--- config.mk ---
export PLATFORM = sky130hd
export DESIGN_NAME = store_monitor_flat
export DESIGN_NICKNAME = d
export VERILOG_FILES = /design/src/rtl/store_monitor_if.sv /design/src/rtl/store_monitor.sv /design/src/flat_wrapper.sv
export SDC_FILE = /design/constraint.sdc
export NUM_CORES = 1
export LEC_CHECK = 0
export BUFFER_PORTS_ARGS = -buffer_cell sky130_fd_sc_hd__buf_2
export CORE_MARGIN = 3
export CORE_UTILIZATION = 60
export CTS_BUF_LIST = sky130_fd_sc_hd__clkbuf_4 sky130_fd_sc_hd__clkbuf_8
export CTS_CLUSTER_DIAMETER = 40
export DETAILED_ROUTE_END_ITERATION = 7
export GPL_ROUTABILITY_DRIVEN = 0
export PLACE_DENSITY = 0.87
export RECOVER_POWER = 25
export SKIP_CTS_REPAIR_TIMING = 1
export SLEW_MARGIN = 20
export SYNTH_ARGS = -nofsm -noshare
export SYNTH_HDL_FRONTEND = slang
export SYNTH_SLANG_ARGS = --single-unit
--- constraint.sdc ---
create_clock -name i_clk -period 4.04 [get_ports i_clk]
set_input_delay 1.01 -clock i_clk [delete_from_list [all_inputs] [get_ports i_clk]]
set_output_delay 1.01 -clock i_clk [all_outputs]
set_load 0.02 [all_outputs]
--- src/rtl/store_monitor_if.sv ---
// Store bus from the core's data-memory write port into the self-check monitor.
interface store_monitor_if;
  logic        memwrite;
  logic [31:0] dataadr;
  logic [31:0] writedata;

  modport master (output memwrite, output dataadr, output writedata);
  modport slave  (input  memwrite, input  dataadr, input  writedata);
endinterface

--- src/rtl/store_monitor.sv ---
// Hardware pass/fail/timeout verdict for the MIPS core, plus a circular log
// of the most recent stores for post-mortem readback.
module store_monitor #(
  parameter logic [31:0] PASS_ADDR    = 32'd84,
  parameter logic [31:0] PASS_DATA    = 32'hFFFF7F02,
  parameter logic [31:0] SCRATCH_ADDR = 32'd80,
  parameter int unsigned TIMEOUT      = 1000,
  parameter int unsigned LOG_DEPTH    = 8,
  localparam int unsigned IW          = $clog2(LOG_DEPTH)
) (
  input  logic                i_clk,
  input  logic                i_reset,
  store_monitor_if.slave      s_st,
  input  logic [IW-1:0]       i_log_rd_idx,
  output logic [31:0]         o_log_rd_addr,
  output logic [31:0]         o_log_rd_data,
  output logic [1:0]          o_state,
  output logic                o_done,
  output logic                o_pass,
  output logic                o_fail,
  output logic [15:0]         o_store_count,
  output logic [15:0]         o_cycle_count
);

  typedef enum logic [1:0] {
    ST_RUN     = 2'b00,
    ST_PASS    = 2'b01,
    ST_FAIL    = 2'b10,
    ST_TIMEOUT = 2'b11
  } st_e;

  typedef struct packed {
    logic [31:0] addr;
    logic [31:0] data;
  } log_ent_t;

  localparam logic [15:0] TO_LAST = 16'(TIMEOUT - 1);

  st_e          r_state, w_state_nxt;
  log_ent_t     r_log [LOG_DEPTH];
  logic [IW-1:0] r_wr_ptr;
  logic [15:0]  r_store_count;
  logic [15:0]  r_cycle_count;

  logic          w_run, w_accept, w_sig, w_scratch;
  logic [IW-1:0] w_rd_ptr;

  assign w_run     = (r_state == ST_RUN);
  assign w_accept  = w_run && s_st.memwrite;
  assign w_sig     = (s_st.dataadr == PASS_ADDR) && (s_st.writedata == PASS_DATA);
  assign w_scratch = (s_st.dataadr == SCRATCH_ADDR);

  always_ff @(posedge i_clk) begin
    if (i_reset) r_state <= ST_RUN;
    else         r_state <= w_state_nxt;
  end

  // Store verdicts outrank the timeout on the same edge.
  always_comb begin
    w_state_nxt = r_state;
    if (w_run) begin
      if (w_accept && w_sig)             w_state_nxt = ST_PASS;
      else if (w_accept && !w_scratch)   w_state_nxt = ST_FAIL;
      else if (r_cycle_count == TO_LAST) w_state_nxt = ST_TIMEOUT;
    end
  end

  always_ff @(posedge i_clk) begin
    if (i_reset) begin
      r_wr_ptr      <= '0;
      r_store_count <= '0;
      r_cycle_count <= '0;
      for (int i = 0; i < int'(LOG_DEPTH); i++) r_log[i] <= '0;
    end else if (w_run) begin
      r_cycle_count <= r_cycle_count + 16'd1;
      if (w_accept) begin
        r_log[r_wr_ptr] <= '{addr: s_st.dataadr, data: s_st.writedata};
        r_wr_ptr        <= r_wr_ptr + IW'(1);
        if (r_store_count != 16'hFFFF) r_store_count <= r_store_count + 16'd1;
      end
    end
  end

  // Index 0 is the newest entry, i.e. the slot just behind the write pointer.
  assign w_rd_ptr      = r_wr_ptr - IW'(1) - i_log_rd_idx;
  assign o_log_rd_addr = r_log[w_rd_ptr].addr;
  assign o_log_rd_data = r_log[w_rd_ptr].data;

  assign o_state       = r_state;
  assign o_done        = (r_state != ST_RUN);
  assign o_pass        = (r_state == ST_PASS);
  assign o_fail        = (r_state == ST_FAIL) || (r_state == ST_TIMEOUT);
  assign o_store_count = r_store_count;
  assign o_cycle_count = r_cycle_count;

endmodule

--- src/flat_wrapper.sv ---
// flat-port wrapper written by rule: the top's interface ports become plain ports
module store_monitor_flat 
#(
  parameter logic [31:0] PASS_ADDR    = 32'd84,
  parameter logic [31:0] PASS_DATA    = 32'hFFFF7F02,
  parameter logic [31:0] SCRATCH_ADDR = 32'd80,
  parameter int unsigned TIMEOUT      = 1000,
  parameter int unsigned LOG_DEPTH    = 8,
  localparam int unsigned IW          = $clog2(LOG_DEPTH)
)
  (i_clk, i_reset, i_log_rd_idx, o_log_rd_addr, o_log_rd_data, o_state, o_done, o_pass, o_fail, o_store_count, o_cycle_count, s_st_memwrite, s_st_dataadr, s_st_writedata);
  store_monitor_if s_st_i ();
  input  logic i_clk;
  input  logic i_reset;
  input  logic [IW-1:0] i_log_rd_idx;
  output logic [31:0] o_log_rd_addr;
  output logic [31:0] o_log_rd_data;
  output logic [1:0] o_state;
  output logic o_done;
  output logic o_pass;
  output logic o_fail;
  output logic [15:0] o_store_count;
  output logic [15:0] o_cycle_count;
  input wire logic [$bits(s_st_i.memwrite)-1:0] s_st_memwrite;
  input wire logic [$bits(s_st_i.dataadr)-1:0] s_st_dataadr;
  input wire logic [$bits(s_st_i.writedata)-1:0] s_st_writedata;
  assign s_st_i.memwrite = s_st_memwrite;
  assign s_st_i.dataadr = s_st_dataadr;
  assign s_st_i.writedata = s_st_writedata;
  store_monitor #(.PASS_ADDR(PASS_ADDR), .PASS_DATA(PASS_DATA), .SCRATCH_ADDR(SCRATCH_ADDR), .TIMEOUT(TIMEOUT), .LOG_DEPTH(LOG_DEPTH)) u_core (.i_clk(i_clk), .i_reset(i_reset), .s_st(s_st_i), .i_log_rd_idx(i_log_rd_idx), .o_log_rd_addr(o_log_rd_addr), .o_log_rd_data(o_log_rd_data), .o_state(o_state), .o_done(o_done), .o_pass(o_pass), .o_fail(o_fail), .o_store_count(o_store_count), .o_cycle_count(o_cycle_count));
endmodule
==> flow_metrics.tcl <==
set metrics [dict create \
    io_pins 171 \
    hpwl_um 32800 \
    totalWireLength_um 58700 \
    path_delay_family "buffers and inverters" \
    io_buffers 170 \
    area_delta_synth_final_pct 15.9 \
    stdcell_area_um2 28800 \
    cp-start-kind "input pin" \
    finalNonFillerCells 2381 \
    power_density_nw_per_um2 476 \
    critPathMaxStageDelay_ps 460 \
    syn_nets 1624 \
    path_clk_slew_ps 50 \
    initial_core_util_pct 61.6 \
    syn_area_um2 24900 \
    setup_violations 64 \
    grt_max_degree 65 \
    die_area_um2 43900 \
    synthAdderAreaFrac_pct 0.282 \
    post_dp_cell_area_um2 26600 \
    cpMaxStageDelayCell "fa_4" \
    synth_seq_area_share_pct 64.8 \
    vias_per_cell 6.01 \
    worst_slew_pin_slew_ps 2370 \
    place_inst 2196 \
    async_flop_share_pct 0 \
    avgSynthCellArea_um2 16.1 \
    synth_top_family_by_area "simple AND/OR/NAND/NOR gates" \
    min_period_ps 4360 \
    vias 14313 \
    fin_setup_tns_ps -18070 \
    end_kind "output port" \
    critPathMaxFanout 19 \
    synth_compound_area_share_pct 0.664 \
    overflow 0 \
    path_buf_inv 6 \
    min_period_over_period_pct 108 \
    maxCapViolCount 2 \
    violations "max-capacitance violations, max-slew violations, negative setup slack" \
    fmax_mhz 229 \
    synth_cells 1549 \
    nets 1852 \
    layout-drive-gt1-share_pct 32.1 \
    yosysWarnings 0 \
    dr.pass1.iters 7 \
    dieHeight_um 210 \
    antenna_found_initial 8 \
    synth_seq_cells 549 \
    hold_viol_final 0 \
    outcome "finished, violations left" \
    root_buffer "clkbuf_8" \
    synth_xor_area_share_pct 1.09 \
    worstPathRequired_ps 3030 \
    grt_usage_pct 26.7 \
    path_cells "buf_8 -> inv_4 -> ha_4 -> fa_4 -> xor2_4 -> xnor2_2 -> buf_6 -> buf_12 -> buf_12 -> mux4_2 -> mux2_2 -> buf_2" \
    grt_first_pass_wirelength_um 88700 \
    setup_ws_ps -322 \
    ys_types 53 \
    fin_skew_ps 40.7 \
    power_w 0.0137 \
    clockBufferDepth 3 \
    cts_tree "yes" \
    rsz0062_at_grt "yes" \
    routedWlPerCell_um 24.7 \
    cp_common_cell "buf_12" \
    drt_iter0_markers 1502 \
    rows 73 \
    clock_sinks 549 \
    clock_latency_ps 650 \
    cts_buffers 91 \
    grt_pass1_vias 15100 \
    yosys.area_share.simple_pct 15.8 \
    synth.area.mux_share_pct 14.5 \
    synth_edf_count 512 \
    hp-class "register to register" \
    cts-htree-levels 3 \
    coreArea_um2 40400 \
    maxSlewViolCount 44 \
    drcViolationCount 0 \
    die_w_um 210 \
    slew_headroom_pct -57.8 \
    ant_nets 0 \
    dp_slack_ps -373 \
    max-vdd-ir-drop_v 0.000320 \
    crit_arrival_ps 3350 \
    worst-setup-path-type "input pin to output port" \
    power.leakage_nw 11.0 \
    synthFlopType "edfxtp_1" \
]
flip-flops by register name (all words and copies together), names as in the netlist:
signal / cells
u_core.o_state: 2
u_core.o_cycle_count: 16
u_core.r_wr_ptr: 3
u_core.o_store_count: 16
u_core.r_log: 512
worst paths after layout:
kind                                                end  depth (start not counted)  slack (ps)               startpoint
worst min-delay path            u_core.o_cycle_count[1]                          2         510  u_core.o_cycle_count[1]
worst max-delay path                  o_log_rd_addr[12]                         12        -320          i_log_rd_idx[0]
worst min register to register  u_core.o_cycle_count[1]                          2         510  u_core.o_cycle_count[1]
worst max register to register      u_core.r_log[1][49]                          5         330        u_core.o_state[1]
worst reg2reg max path: stages (launching register included):
cell and delay, ps:
dfxtp_1 400, nor3b_1 350, nand3b_2 260, nor3_4 180
or2_0 1720, buf_4 500
per-layer routing:
metal / GRT usage, % / share of wire [%]
met5: 0 / 0.10
met3: 7.03 / 9.3
met2: 43.7 / 50
met1: 35.6 / 39
met4: 8.13 / 2.0
synthesized netlist by cell type (all sizes together), types with 2 or more instances:
cell	number	area [um^2]
nor3b	4	35.0
mux2	64	721
nor3	6	46.3
mux4	128	2880
buf	54	472
and4bb	2	25.0
inv	6	22.5
or2	8	50.1
and2	516	3230
or4	2	15.0
and3	7	43.8
edfxtp	512	15400
and4	4	35.0
nand2	14	52.6
nand3	8	40.0
a21oi	5	25.0
or3	3	23.8
nand4	11	68.8
nor4	9	56.3
xor2	21	184
xnor2	10	87.6
o2111ai	2	17.5
nor2	39	161
o211ai	6	45.0
nand2b	2	12.5
o21ai	4	20.0
dfxtp	37	741
a41oi	3	26.3
clkbuf	47	206
ha	4	50.1
cell type report:
type,instances,area (um^2)
antenna,3,7.51
clock inverter,52,318
timing repair buffer,236,2010
inverter,6,25.0
tap,525,657
clock buffer,117,1450
sequential,549,16100
multi-input combinational,893,8240
fill,2476,11500
metrics by stage:
stage	util, %	hold WS (ps)
5_1_grt	71.4	537
4_1_cts	70.2	507
2_1_floorplan	-	557
6_report	71.4	506
3_5_place_dp	65.8	503
3_3_place_gp	65.8	476
kinds of logic after synthesis:
group / Yosys count
xor gates and xnor gates: 31
DFF: 549
buffers and inverters: 107
and+or+nand+nor: 640
adders and majority gates: 5
AOI/OAI and AO/OA: 24
muxes: 193
where the power goes:
| group | internal (W) | switching [W] |
|---|---|---|
| Clock | 0.00251 | 0.00220 |
| Combinational | 0.00120 | 0.00126 |
| Sequential | 0.00646 | 0.0000826 |
layout by cell type (no fill, tap or decap), types with 4 or more instances in the layout:
cell type   instances
nor2_4              6
edfxtp_1          512
nor3b_1             4
and3_1              7
clkbuf_16           4
o211ai_1            6
inv_1               5
xor2_1             20
clkbuf_8           92
and2_1            515
mux2_2             42
clkinv_2           14
xnor2_1             9
mux2_4             22
clkbuf_1            4
clkinvlp_4         10
and4_1              4
mux4_2            128
buf_6              29
nand2_1            14
nor4_1              9
nand3_1             8
buf_4              30
buf_2             136
clkbuf_4           25
nor2_1             33
clkinv_1           23
or2_4               6
a21oi_1             5
dfxtp_1            36
buf_12             29
nor3_1              4
nand4_1            11
Power figures use the tool's default switching activity.
